<file path="src/rtl/huc6280_pkg.sv">
// huc6280_pkg
// Shared definitions for the HuC6280 timer block:
//   TMR_BASE / TMR_CTL / IRQ_ACK : physical I/O addresses on the 21-bit bus
//   TIQ                          : bit index of the timer request in the IRQ status byte
//   tmr_cnt_t                    : 7-bit timer count type
package huc6280_pkg;

  localparam logic [20:0] TMR_BASE = 21'h1FEC00;
  localparam logic [20:0] TMR_CTL  = 21'h1FEC01;
  localparam logic [20:0] IRQ_ACK  = 21'h1FF403;

  localparam int TIQ = 2;

  typedef logic [6:0] tmr_cnt_t;

endpackage

</file>
<file path="src/rtl/huc6280_timer_prescaler.sv">
// huc6280_prescaler
// Free-running divider that produces one tick every PRESCALE enabled cycles.
// Ports:
//   clk   in  system clock
//   reset in  synchronous active-low reset
//   en    in  count enable; the count holds while low
//   clr   in  synchronous clear back to 0 (wins over en)
//   tick  out high in the cycle where the count sits at PRESCALE-1 while enabled
module huc6280_prescaler #(
  parameter int PRESCALE = 1024
) (
  input  logic clk,
  input  logic reset,
  input  logic en,
  input  logic clr,
  output logic tick
);

  localparam int W = (PRESCALE > 2) ? $clog2(PRESCALE) : 1;
  localparam logic [W-1:0] LAST = W'(PRESCALE - 1);

  logic [W-1:0] r_cnt;

  always_ff @(posedge clk) begin
    if (!reset) begin
      r_cnt <= '0;
    end else if (clr) begin
      r_cnt <= '0;
    end else if (en) begin
      if (r_cnt == LAST) r_cnt <= '0;
      else               r_cnt <= r_cnt + W'(1);
    end
  end

  assign tick = en && (r_cnt == LAST);

endmodule

</file>
<file path="src/rtl/huc6280_timer.sv">
// huc6280_timer
// HuC6280 on-chip timer as a responder on the CPU physical bus. A 7-bit
// down-counter decrements on every prescaler tick; on underflow it reloads
// and raises a level interrupt that the CPU clears by writing ACK_ADDR.
// Ports:
//   clk      in  system clock
//   reset    in  synchronous active-low reset
//   AB_21    in  CPU physical address
//   DO       in  CPU write data
//   RE / WE  in  CPU read / write strobes
//   rd_data  out registered read data toward CPU DI
//   rd_valid out rd_data valid this cycle
//   tiq      out timer interrupt request (level, active-high)
module huc6280_timer #(
  parameter int          PRESCALE = 1024,
  parameter logic [20:0] TMR_BASE = huc6280_pkg::TMR_BASE,
  parameter logic [20:0] ACK_ADDR = huc6280_pkg::IRQ_ACK
) (
  input  logic        clk,
  input  logic        reset,
  input  logic [20:0] AB_21,
  input  logic [7:0]  DO,
  input  logic        RE,
  input  logic        WE,
  output logic [7:0]  rd_data,
  output logic        rd_valid,
  output logic        tiq
);

  localparam logic [20:0] CTL_ADDR = TMR_BASE + 21'd1;

  huc6280_pkg::tmr_cnt_t r_counter;
  huc6280_pkg::tmr_cnt_t r_reload;
  logic                  r_enable;
  logic                  r_tiq;
  logic [7:0]            r_rd_data;
  logic                  r_rd_valid;

  logic                  w_hit_cnt;
  logic                  w_hit_ctl;
  logic                  w_hit_ack;
  logic                  w_wr_ctl;
  logic                  w_en_rise;
  logic                  w_tick;
  logic                  w_underflow;
  huc6280_pkg::tmr_cnt_t w_reload_next;

  assign w_hit_cnt = (AB_21 == TMR_BASE);
  assign w_hit_ctl = (AB_21 == CTL_ADDR);
  assign w_hit_ack = (AB_21 == ACK_ADDR);

  assign w_wr_ctl  = WE && w_hit_ctl;
  assign w_en_rise = w_wr_ctl && DO[0] && !r_enable;

  // Same-edge reload writes are visible to both the enable restart and an
  // underflow reload, so both use the post-write value.
  assign w_reload_next = (WE && w_hit_cnt) ? DO[6:0] : r_reload;

  // Clearing the prescaler on the enable edge makes the first decrement land
  // a full PRESCALE cycles after enabling.
  huc6280_prescaler #(
    .PRESCALE (PRESCALE)
  ) u_prescaler (
    .clk   (clk),
    .reset (reset),
    .en    (r_enable),
    .clr   (w_en_rise),
    .tick  (w_tick)
  );

  assign w_underflow = w_tick && (r_counter == 7'd0);

  always_ff @(posedge clk) begin
    if (!reset) begin
      r_counter  <= 7'd0;
      r_reload   <= 7'd0;
      r_enable   <= 1'b0;
      r_tiq      <= 1'b0;
      r_rd_data  <= 8'h00;
      r_rd_valid <= 1'b0;
    end else begin
      r_reload <= w_reload_next;

      if (w_wr_ctl) r_enable <= DO[0];

      // w_tick needs r_enable=1 and w_en_rise needs r_enable=0, so these
      // never collide. A tick on the disabling edge is still applied.
      if (w_en_rise) begin
        r_counter <= w_reload_next;
      end else if (w_tick) begin
        if (r_counter == 7'd0) r_counter <= w_reload_next;
        else                   r_counter <= r_counter - 7'd1;
      end

      // Underflow wins over a same-edge acknowledge.
      if (w_underflow)            r_tiq <= 1'b1;
      else if (WE && w_hit_ack)   r_tiq <= 1'b0;

      // Reads sample the registers before this edge's updates.
      if (RE && w_hit_cnt) begin
        r_rd_data  <= {1'b0, r_counter};
        r_rd_valid <= 1'b1;
      end else if (RE && w_hit_ctl) begin
        r_rd_data  <= {7'b0, r_enable};
        r_rd_valid <= 1'b1;
      end else begin
        r_rd_valid <= 1'b0;
      end
    end
  end

  assign rd_data  = r_rd_data;
  assign rd_valid = r_rd_valid;
  assign tiq      = r_tiq;

endmodule

</file>
<file path="config.mk">
export PLATFORM = sky130hd
export DESIGN_NAME = huc6280_timer
export DESIGN_NICKNAME = d
export VERILOG_FILES = /design/src/rtl/huc6280_pkg.sv /design/src/rtl/huc6280_timer_prescaler.sv /design/src/rtl/huc6280_timer.sv
export SDC_FILE = /design/constraint.sdc
export NUM_CORES = 1
export LEC_CHECK = 0
export BUFFER_PORTS_ARGS = -buffer_cell sky130_fd_sc_hd__buf_2
export CORE_MARGIN = 8
export CORE_UTILIZATION = 47
export DETAILED_ROUTE_END_ITERATION = 16
export GPL_ROUTABILITY_DRIVEN = 0
export PLACE_DENSITY_LB_ADDON = 0.3
export REMOVE_ABC_BUFFERS = 1
export SLEW_MARGIN = 10
export SYNTH_ARGS = -nofsm -noshare
export SYNTH_HDL_FRONTEND = slang
export SYNTH_SLANG_ARGS = --single-unit
export TNS_END_PERCENT = 20
</file>
<file path="constraint.sdc">
create_clock -name clk -period 1.87 [get_ports clk]
set_input_delay 0.0935 -clock clk [delete_from_list [all_inputs] [get_ports clk]]
set_output_delay 0.0935 -clock clk [all_outputs]
set_load 0.05 [all_outputs]
</file>
==> key figures, run 1 <==
Synthesis
  – Synth Area in Compound Gates: between 10% and 20%
  – Syn Area/Cell: 8.62 µm²
  – Syn Inst Count: between 200 and 250
  – Largest cells by area after synthesis: dfxtp_1 (39%), mux2i_1 (6.4%), nor2_1 (5.6%)
  – Largest family of logic cells by synthesized area: simple AND/OR/NAND/NOR gates
  – Sequential element share of the synthesized area: between 30% and 40%
  – Commonest register cell after synthesis: dfxtp_1
  – Netlist cell types: 48
  – Synth Area in Simple Gates: 31.5%
  – Post-synthesis mux area share: around 7.0%
  – Syn Std Cell Area: between 1500 and 2000 µm²
  – Post-Synth XOR/XNOR Area: 4.04%
  – Share of the synthesized area in the top cell type: approximately two fifths
  – Synthesized flop and latch total: 34
  – Synth area leader: dfxtp_1
  – Ys async rst share: 0%
  – Post-synth EDFFs: 0
  – Post-synthesis adder-cell area fraction: 2.17%
  – Synth warnings: 0

Drt
  – Initial DRC count: 98
  – Wirelength per Cell: 12.4 µm
  – TritonRoute pass-1 iters: 4
  – DRC: 0
  – Routed vias: 1642
  – WL final: between 3000 and 4000 µm
  – Post-DRT Antenna Nets: 0
  – Vias/cell: 5.13

GRT
  – Largest net degree at the start of global routing: 14
  – Vias in the first global route: between 1500 and 2000
  – First-pass GRT wire length: between 6000 and 7000 µm
  – Antenna violations before repair: 0
  – Grt ovf: 0
  – Total GRT Usage: about 14%

Cells and area
  – Final #Nets: between 300 and 400
  – Filler instances: between 300 and 400
  – Commonest non-fill, non-tap cell in the layout: buf_2
  – Sequential Area: between 600 and 700 µm²
  – Multi-input gate area: between 900 and 1000 µm²
  – Share of layout cells above drive strength 1: a little over a third
  – Most frequent cells in the layout: buf_2 (40), buf_4 (34), dfxtp_1 (34)
  – Synth-to-Final Area Change: 32.6%
  – N_diodes: 0
  – Cell area after layout: around 2300 µm²

CTS
  – Clock sinks: 34
  – CTS tree: yes
  – Clk buf depth: 2
  – Root Buffer Master: clkbuf_8
  – Clk slew on worst S/H paths: around 0.070 ns
  – Cts bufs inserted: 5
  – CTS H-Tree Depth: 2
  – Worst-Skew Late Latency: just under 0.3 ns
  – Setup bufs post-CTS: 0

Floorplanning
  – Die Width: 76.7 µm
  – Die Span Y: ~77 µm
  – Std cell rows: 22
  – I/O pins: 43
  – Effective utilization at floorplan: between 40% and 50%
  – Die ar.: around 5900 µm²
  – Area of the core: roughly 3600 µm²

Timing
  – WHS: approximately 0.075 ns
  – Count of final setup violators: 0
  – RSZ-0062 raised after global routing: yes
  – Tmin final: between 1.5 and 2 ns
  – Fmax: roughly 560 MHz
  – Final Hold Viols: 0
  – Slew Limit Fails: 0
  – Setup ws final: 0.0782 ns
  – Final setup TNS: 0 ns
  – Fin crit share: a little over nine tenths
  – Setup Skew: 0.00259 ns

Setup path
  – CP Data Arrival Time: approximately 2.0 ns
  – Critical-path top delay cell: or3_4
  – Startpoint class of the critical path: register
  – Buffers & Inverters on Critical Path: 1
  – CP Cell Sequence: ha_1, nand3_1, or3_4, nor4_2, buf_4, mux2i_1, nor2_1, o21a_1
  – Required time worst endpoint: just over 2 ns
  – Slowest cell delay on critical path: roughly 0.4 ns
  – WS Path Type: reg -> reg
  – Crit end category: register
  – Critical path's top delay family: simple AND/OR/NAND/NOR gates
  – Max Fanout on Critical Path: 2

Placed design
  – Hpwl dp: 3160 µm
  – Placed instance area: 2190 µm²
  – Pre-CTS setup slack: -0.0333 ns
  – PortBufs: 40

Run status
  – Status: finished, final reports clean

Run
  – # Max-Cap Violations: 0

Power and ir drop
  – Pleak: 0.964 nW
  – P per Cell Area: a little under 600 nW/µm²
  – Peak supply drop: about 0.00039 V
  – Tot Pwr: approximately 1.4 mW

Worst hold path
  – HP Class: in -> reg
## routing by layer
| metal | wire (µm) | vias to the layer above | global-route usage [%] |
|---|---|---|---|
| li1 | - | 850 | - |
| met1 | 1760 | 762 | 13.9 |
| met2 | 1950 | 21 | 25.0 |
| met3 | 183 | 9 | 6.18 |
| met4 | 75 | 0 | 6.15 |
| met5 | 0 | - | 0 |
## Yosys cell counts (all sizes together) (2+ instances only)
library cell and count:
nand3b 5, nor4 6, and2 3, nand2 21, nand3 11, a21oi 13
nor2 26, or3 3, buf 3, xnor2 4, nand4 4, nor3 5
or4 3, inv 4, o31ai 2, clkbuf 8, o21a 2, mux2i 11
dfxtp 34, o21ai 3, xor2 4, and3 4, ha 3
## where the power goes
group          internal (mW)  switching [mW]  total [mW]
combinational         0.0354          0.0378      0.0732
clock                  0.297           0.264       0.560
sequential             0.724    0.0000000428       0.724
total                   1.06           0.301        1.36
## logic make-up (layout without fill, tap and decap cells)
family          count (synthesis)  count (layout)
mux                            12              12
simple gates                   98              98
buf+inv                        15              86
fa+ha+maj                       3               3
xor+xnor                        8               8
compound gates                 30              30
other cells                     1               1
flops                          34              34
## per-stage QoR
| step | std cells | utilization [%] |
|---|---|---|
| floorplan | 190 | - |
| global placement | 312 | 60.7 |
| detailed placement | 312 | 60.7 |
| CTS | 320 | 63.2 |
| global route | 320 | 63.7 |
| finish | 320 | 63.7 |
## state kept, by name, summed over array words and instances, names as in the netlist
| name | count |
|---|---|
| u_prescaler.r_cnt | 10 |
| r_counter | 7 |
| r_reload | 7 |
| rd_data | 7 |
| r_enable | 1 |
| rd_valid | 1 |
| tiq | 1 |
## repair_timing
item	in CTS	in global routing
gates resized for setup	0	4
endpoints found under the setup margin	0	5
hold buffers	0	0
## cell type report
type | count | area share [%]
Clock buffer | 7 | 3.76
Clock inverter | 1 | 0.218
Inverter | 4 | 0.654
Multi-Input combinational cell | 152 | 43.3
Sequential cell | 34 | 29.6
Tap cell | 48 | 2.61
Timing Repair Buffer | 74 | 19.8
## worst register-to-register path, delay by kind of cell (launching register included)
kind	cells	cell delay, ns
compound gates	1	0.17
fa+ha+maj	1	0.16
buf+inv	1	0.15
flops	1	0.34
mux	1	0.17
simple gates	4	0.71
## final timing paths
check        cells past startpoint                 start  slack, ns            to
max reg2reg                      8  u_prescaler.r_cnt[1]       0.08  r_counter[3]
min reg2reg                      2            rd_data[1]       0.45    rd_data[1]
max                              8  u_prescaler.r_cnt[1]       0.08  r_counter[3]
min                              3                 DO[6]       0.07   r_reload[6]
Power figures use the tool's default switching activity.
==> run 2, diff against run 1 <==
--- a/config.mk
+++ b/config.mk
@@ -5,9 +5,10 @@
 export SDC_FILE = /design/constraint.sdc
 export NUM_CORES = 1
 export LEC_CHECK = 0
+export ABC_AREA = 1
 export BUFFER_PORTS_ARGS = -buffer_cell sky130_fd_sc_hd__buf_2
 export CORE_MARGIN = 8
-export CORE_UTILIZATION = 47
+export CORE_UTILIZATION = 48
 export DETAILED_ROUTE_END_ITERATION = 16
 export GPL_ROUTABILITY_DRIVEN = 0
 export PLACE_DENSITY_LB_ADDON = 0.3
==> run 2 against run 1 <==
Compared with the run above:
- die area up 4.3%
- fmax up 5.3%
- combinational power up 13%
- sequential share of layout area up 0.91 points
- flip-flop and latch count unchanged
- core utilization down 3.3 points
==> key figures, run 2 <==
Placed design
  – Placed instance area: approximately 2100 µm²
  – Hpwl dp: roughly 3200 µm
  – PortBufs: 40

Floorplanning
  – Std cell rows: 22
  – Area of the core: 3690 µm²
  – Die ar.: a little over 6000 µm²
  – Die Span Y: slightly below 80 µm
  – Die Width: around 78 µm
  – I/O pins: 43
  – Effective utilization at floorplan: between 50% and 60%

Drt
  – Post-DRT Antenna Nets: 0
  – TritonRoute pass-1 iters: 5
  – Initial DRC count: between 50 and 60
  – Wirelength per Cell: 11.1 µm
  – Vias/cell: about 4.9
  – WL final: just over 4000 µm
  – Routed vias: ~1800
  – DRC: 0

CTS
  – CTS tree: yes
  – Hold_buf cts: 0
  – Setup bufs post-CTS: 0
  – Clk slew on worst S/H paths: roughly 0.070 ns
  – Worst-Skew Late Latency: 0.28 ns
  – Clk buf depth: 2
  – PostCTS Resize Cnt: 0
  – Clock sinks: 34
  – Cts bufs inserted: 5
  – Root Buffer Master: clkbuf_8
  – CTS H-Tree Depth: 2

Setup path
  – Most used cell, CP: nand2_1
  – Max Fanout on Critical Path: 7
  – Worst R2R Setup Slack: between 0.15 and 0.2 ns
  – WS Path Type: reg -> reg
  – Startpoint class of the critical path: register
  – CP Data Arrival Time: 1.88 ns
  – Critical path's top delay family: simple AND/OR/NAND/NOR gates
  – CP Cell Sequence: ha_1, nand2_1, nor2_1, nand2_1, nor2_1, nand2_1, nand3_2, inv_1, nand2_1, nand2_1
  – Critical-path top delay cell: dfxtp_1
  – Buffers & Inverters on Critical Path: 1
  – Slowest cell delay on critical path: roughly 0.38 ns
  – Crit end category: register
  – Required time worst endpoint: approximately 2.1 ns

Power and ir drop
  – P per Cell Area: roughly 660 nW/µm²
  – Pleak: between 1 and 1.5 nW
  – Peak supply drop: 0.000440 V

Synthesis
  – Commonest register cell after synthesis: dfxtp_1
  – Largest cells by area after synthesis: dfxtp_1 (36%), nand2_1 (18%), inv_1 (6.8%)
  – Syn Inst Count: about 280
  – Count leader, synth: nand2_1
  – Most frequent cells after synthesis: nand2_1 (88), dfxtp_1 (34), inv_1 (34)
  – Netlist cell types: 32
  – Share of the synthesized area in the top cell type: a little over a third
  – Syn Std Cell Area: approximately 1900 µm²
  – Syn Area/Cell: slightly below 7 µm²
  – Synth area leader: dfxtp_1
  – Sequential element share of the synthesized area: a little over a third
  – Synth warnings: 0
  – Ys async rst share: 0%
  – Post-synth EDFFs: 0
  – Synthesized flop and latch total: 34

Cells and area
  – Cell area after layout: around 2200 µm²
  – Final #Nets: around 360
  – N_diodes: 0
  – Commonest non-fill, non-tap cell in the layout: nand2_1
  – Max FFs per register: 10
  – Synth-to-Final Area Change: 19.4%
  – Sequential Area: about 700 µm²
  – Biggest register: u_prescaler.r_cnt
  – Filler instances: between 300 and 400
  – Most frequent cells in the layout: nand2_1 (88), buf_2 (40), inv_1 (34), dfxtp_1 (34), nor2_1 (25)
  – Multi-input gate area: between 1000 and 1500 µm²
  – Share of layout cells above drive strength 1: between 20 and 25%

GRT
  – Total GRT Usage: between 10% and 20%
  – Vias in the first global route: ~1700
  – Antenna violations before repair: 0
  – Grt ovf: 0
  – Largest net degree at the start of global routing: 17
  – First-pass GRT wire length: roughly 7300 µm

Timing
  – Final setup TNS: 0 ns
  – RSZ-0062 raised after global routing: no
  – Count of final setup violators: 0
  – Setup Skew: 0.00447 ns
  – Slew Limit Fails: 0
  – Tmin final: 1.70 ns
  – Final Hold Viols: 0
  – Fmax: 588 MHz
  – Fin crit share: between 90% and 100%

Run
  – # Max-Cap Violations: 0

Worst hold path
  – HP Class: in -> reg

Run status
  – Status: finished, final reports clean
==> run 2: cell count changes after synthesis, moves of 5 or more <==
| cell | delta |
|---|---|
| nand2_1 | +67 |
| clkbuf_1 | -7 |
| mux2i_1 | -11 |
| inv_1 | +30 |
| nand3_1 | +12 |
| xor2_1 | +5 |
==> run 2: kinds of logic (layout without fill, tap and decap cells) <==
logic type / count (synthesis) / count (layout) / share of synthesized area, %
simple gates: 165 / 165 / 40.9
buf+inv: 42 / 87 / 9.12
flops: 34 / 34 / 36.5
compound gates: 22 / 22 / 6.64
xor+xnor: 10 / 10 / 4.69
fa+ha+maj: 3 / 3 / 2.01
other cells: 1 / 1 / 0.201
==> run 2: worst min-delay path, delay by kind of cell <==
| family | cells | cell delay, ns |
|---|---|---|
| buf+inv | 1 | 0.10 |
| simple gates | 1 | 0.07 |
| compound gates | 1 | 0.06 |
==> run 2: layout make-up <==
type                    instances  area share [%]
clock buffers                   5            3.09
clock inverters                 3            1.80
inverters                      38            6.40
multi-input cells             201            46.2
flip-flops and latches         34            30.5
well taps                      48            2.70
repair buffers                 41            9.32
==> run 2: final timing paths <==
check	start	endpoint	cells after the start
min reg2reg	rd_data[4]	rd_data[4]	2
min	DO[6]	r_reload[6]	3
max reg2reg	u_prescaler.r_cnt[0]	r_counter[1]	10
max	u_prescaler.r_cnt[0]	r_counter[1]	10
==> run 2: report_power, final <==
| part | switching, mW | internal [mW] |
|---|---|---|
| clock | 0.266 | 0.392 |
| sequential | 0.0000000684 | 0.724 |
| combinational | 0.0497 | 0.0333 |
==> run 2: per-stage QoR <==
stage / power (mW) / util (%) / cells / worst slack, ns / hold slack [ns]
2_1_floorplan: 0.772 / - / 273 / 0.381 / 0.229
3_3_place_gp: 0.822 / 57.1 / 362 / 0.186 / 0.381
3_5_place_dp: 0.822 / 57.1 / 362 / 0.146 / 0.390
4_1_cts: 1.48 / 60.1 / 370 / 0.139 / 0.0847
5_1_grt: 1.52 / 60.4 / 370 / 0.000314 / 0.0904
6_report: 1.46 / 60.4 / 370 / 0.169 / 0.0939
==> run 2: routing by layer <==
metal | track usage [%] | vias to the layer above | routed length [µm] | share of wire [%]
met5 | 0 | - | 0 | 0
met4 | 5.00 | 0 | 43 | 1.0
met3 | 3.76 | 7 | 140 | 3.4
met2 | 25.2 | 32 | 2030 | 49
met1 | 16.2 | 803 | 1890 | 46
li1 | - | 959 | - | -
==> run 3, diff against run 2 <==
--- a/config.mk
+++ b/config.mk
@@ -8,7 +8,7 @@
 export ABC_AREA = 1
 export BUFFER_PORTS_ARGS = -buffer_cell sky130_fd_sc_hd__buf_2
 export CORE_MARGIN = 8
-export CORE_UTILIZATION = 48
+export CORE_UTILIZATION = 53
 export DETAILED_ROUTE_END_ITERATION = 16
 export GPL_ROUTABILITY_DRIVEN = 0
 export PLACE_DENSITY_LB_ADDON = 0.3
==> constraint.sdc (replaced) <==
create_clock -name clk -period 1.8 [get_ports clk]
set_input_delay 0.09 -clock clk [delete_from_list [all_inputs] [get_ports clk]]
set_output_delay 0.09 -clock clk [all_outputs]
set_load 0.05 [all_outputs]
==> run 3 against run 2 <==
Compared with the run above:
- final area is 2.8% lower
- die area is 7.5% lower
- setup slack better by 0.041 ns
- via count is 0.22% higher
- non-clock buffer count is 1 higher
- largest cell class unchanged
- register-to-register slack better by 0.04 ns
- flip-flop and latch count stayed put
- clock power is 42% lower
- wire length is 2.4% lower
- combinational power is 3.9% higher
==> key figures, run 3 (synthesized netlist as in run 2, its figures left out) <==
Floorplanning
  – Die Span Y: roughly 75 µm
  – I/O pins: 43
  – Die ar.: around 5700 µm²
  – Effective utilization at floorplan: ~56%
  – Die Width: between 70 and 80 µm
  – Std cell rows: 21
  – Area of the core: around 3400 µm²

Timing
  – Setup ws final: 0.210 ns
  – Slew Limit Fails: 0
  – Count of final setup violators: 0
  – Tmin final: about 1.6 ns
  – Setup Skew: around 0.01 ns
  – Final setup TNS: 0 ns
  – WHS: approximately 0.016 ns
  – Final Hold Viols: 0
  – Fmax: 629 MHz
  – Fin crit share: around 88%
  – RSZ-0062 raised after global routing: no

Setup path
  – WS Path Type: reg -> reg
  – CP Cell Sequence: ha_1, nand2_1, nor2_1, nand2_1, nor2_2, nand2_2, nand3_1, inv_1, nand2_1, nand2_1
  – Buffers & Inverters on Critical Path: 1
  – Slowest cell delay on critical path: around 0.38 ns
  – Max Fanout on Critical Path: 7
  – Required time worst endpoint: ~2 ns
  – Critical path's top delay family: simple AND/OR/NAND/NOR gates
  – Crit end category: register
  – Most used cell, CP: nand2_1
  – CP Data Arrival Time: around 1.8 ns
  – Critical-path top delay cell: dfxtp_1
  – Startpoint class of the critical path: register

Worst hold path
  – HP Class: in -> reg

Cells and area
  – Final #Nets: between 300 and 400
  – Biggest register: u_prescaler.r_cnt
  – Filler instances: 346
  – Core Util, Final: 64.4%
  – Fin cells: roughly 370
  – Share of layout cells above drive strength 1: between 20% and 30%
  – Synth-to-Final Area Change: 16.0%
  – Max FFs per register: 10
  – Commonest non-fill, non-tap cell in the layout: nand2_1
  – Cell area after layout: 2170 µm²
  – Most frequent cells in the layout: nand2_1 (87), buf_2 (40), inv_1 (34)
  – N_diodes: 0

Power and ir drop
  – Pleak: between 1 and 1.5 nW
  – Peak supply drop: between 0.0003 and 0.0004 V
  – Tot Pwr: 1.22 mW
  – Clk network pwr share: about 31%
  – Net load switching power: between 0.2 and 0.3 mW
  – Sw Ratio: a little under a quarter
  – Flop pwr share: between 60% and 70%
  – P per Cell Area: approximately 560 nW/µm²
  – Cell Int Power: around 0.93 mW
  – Comb pwr share: under 10%

GRT
  – Total GRT Usage: around 16%
  – First-pass GRT wire length: just under 7000 µm
  – Largest net degree at the start of global routing: 16
  – Grt ovf: 0
  – Antenna violations before repair: 0
  – Vias in the first global route: roughly 1700

CTS
  – Setup bufs post-CTS: 0
  – Root Buffer Master: clkbuf_4
  – CTS tree: yes
  – Cts bufs inserted: 5
  – Worst-Skew Late Latency: approximately 0.33 ns
  – Clock sinks: 34
  – Clk buf depth: 2
  – CTS H-Tree Depth: 2
  – Clk slew on worst S/H paths: 0.10 ns

Drt
  – WL final: between 4000 and 5000 µm
  – Wirelength per Cell: around 11 µm
  – TritonRoute pass-1 iters: 4
  – Routed vias: ~1800
  – Initial DRC count: between 70 and 80
  – Post-DRT Antenna Nets: 0
  – DRC: 0
  – Vias/cell: between 4 and 5

Placed design
  – PortBufs: 40
  – DP Cell Count: ~360
  – Hpwl dp: 3260 µm
  – Placed instance area: 2110 µm²
  – Pre-CTS setup slack: around 0.14 ns

Run status
  – Status: finished, final reports clean

Run
  – # Max-Cap Violations: 0
[run 3: cell count changes in the layout (fill, tap and decap cells not counted), sizes merged]
cell / before / now
buf: 41 / 42
bufinv: 1 / 0
[run 3: layer usage]
| metal | vias up | part of all wire [%] | routed length (µm) | GRT usage (%) |
|---|---|---|---|---|
| li1 | 964 | - | - | - |
| met1 | 815 | 43 | 1740 | 17.0 |
| met2 | 22 | 52 | 2090 | 28.1 |
| met3 | 4 | 3.3 | 134 | 5.26 |
| met4 | 0 | 0.90 | 36 | 4.48 |
| met5 | - | 0 | 0 | 0 |
[run 3: final cells by class]
class	instances	area [µm²]	area share [%]
inverter	38	143	6.59
sequential	34	682	31.5
multi-input combinational	201	1020	47.1
clock buffer	5	37.5	1.73
clock inverter	2	10.0	0.462
timing repair buffer	42	215	9.94
tap	46	57.6	2.66
[run 3: path summary, 6_finish.rpt]
check	from	end	slack, ns	cells past startpoint
max	u_prescaler.r_cnt[1]	r_counter[5]	0.21	10
min	DO[6]	r_reload[6]	0.02	3
max reg2reg	u_prescaler.r_cnt[1]	r_counter[5]	0.21	10
min reg2reg	rd_data[3]	rd_data[3]	0.46	2
[run 3: worst register-to-register path, delay by kind of cell, from the launching register on]
kind                       cells  cell delay (ns)
buffers and inverters          1             0.10
and+or+nand+nor                8             0.82
adders and majority gates      1             0.19
DFF                            1             0.38
[run 3: repair_timing]
item / 4_1_cts / 5_1_grt
gates resized for setup: 0 / 3
endpoints found under the setup margin: 0 / 12
hold buffers: 0 / 0
[run 3: power groups by stage]
stage,clock network (mW),registers (mW),logic [mW]
after floorplan,0,0.769,0.0333
after global placement,0,0.769,0.0843
after detailed placement,0,0.769,0.0860
after CTS,0.404,0.752,0.0863
after global routing,0.440,0.752,0.0966
final,0.382,0.752,0.0862
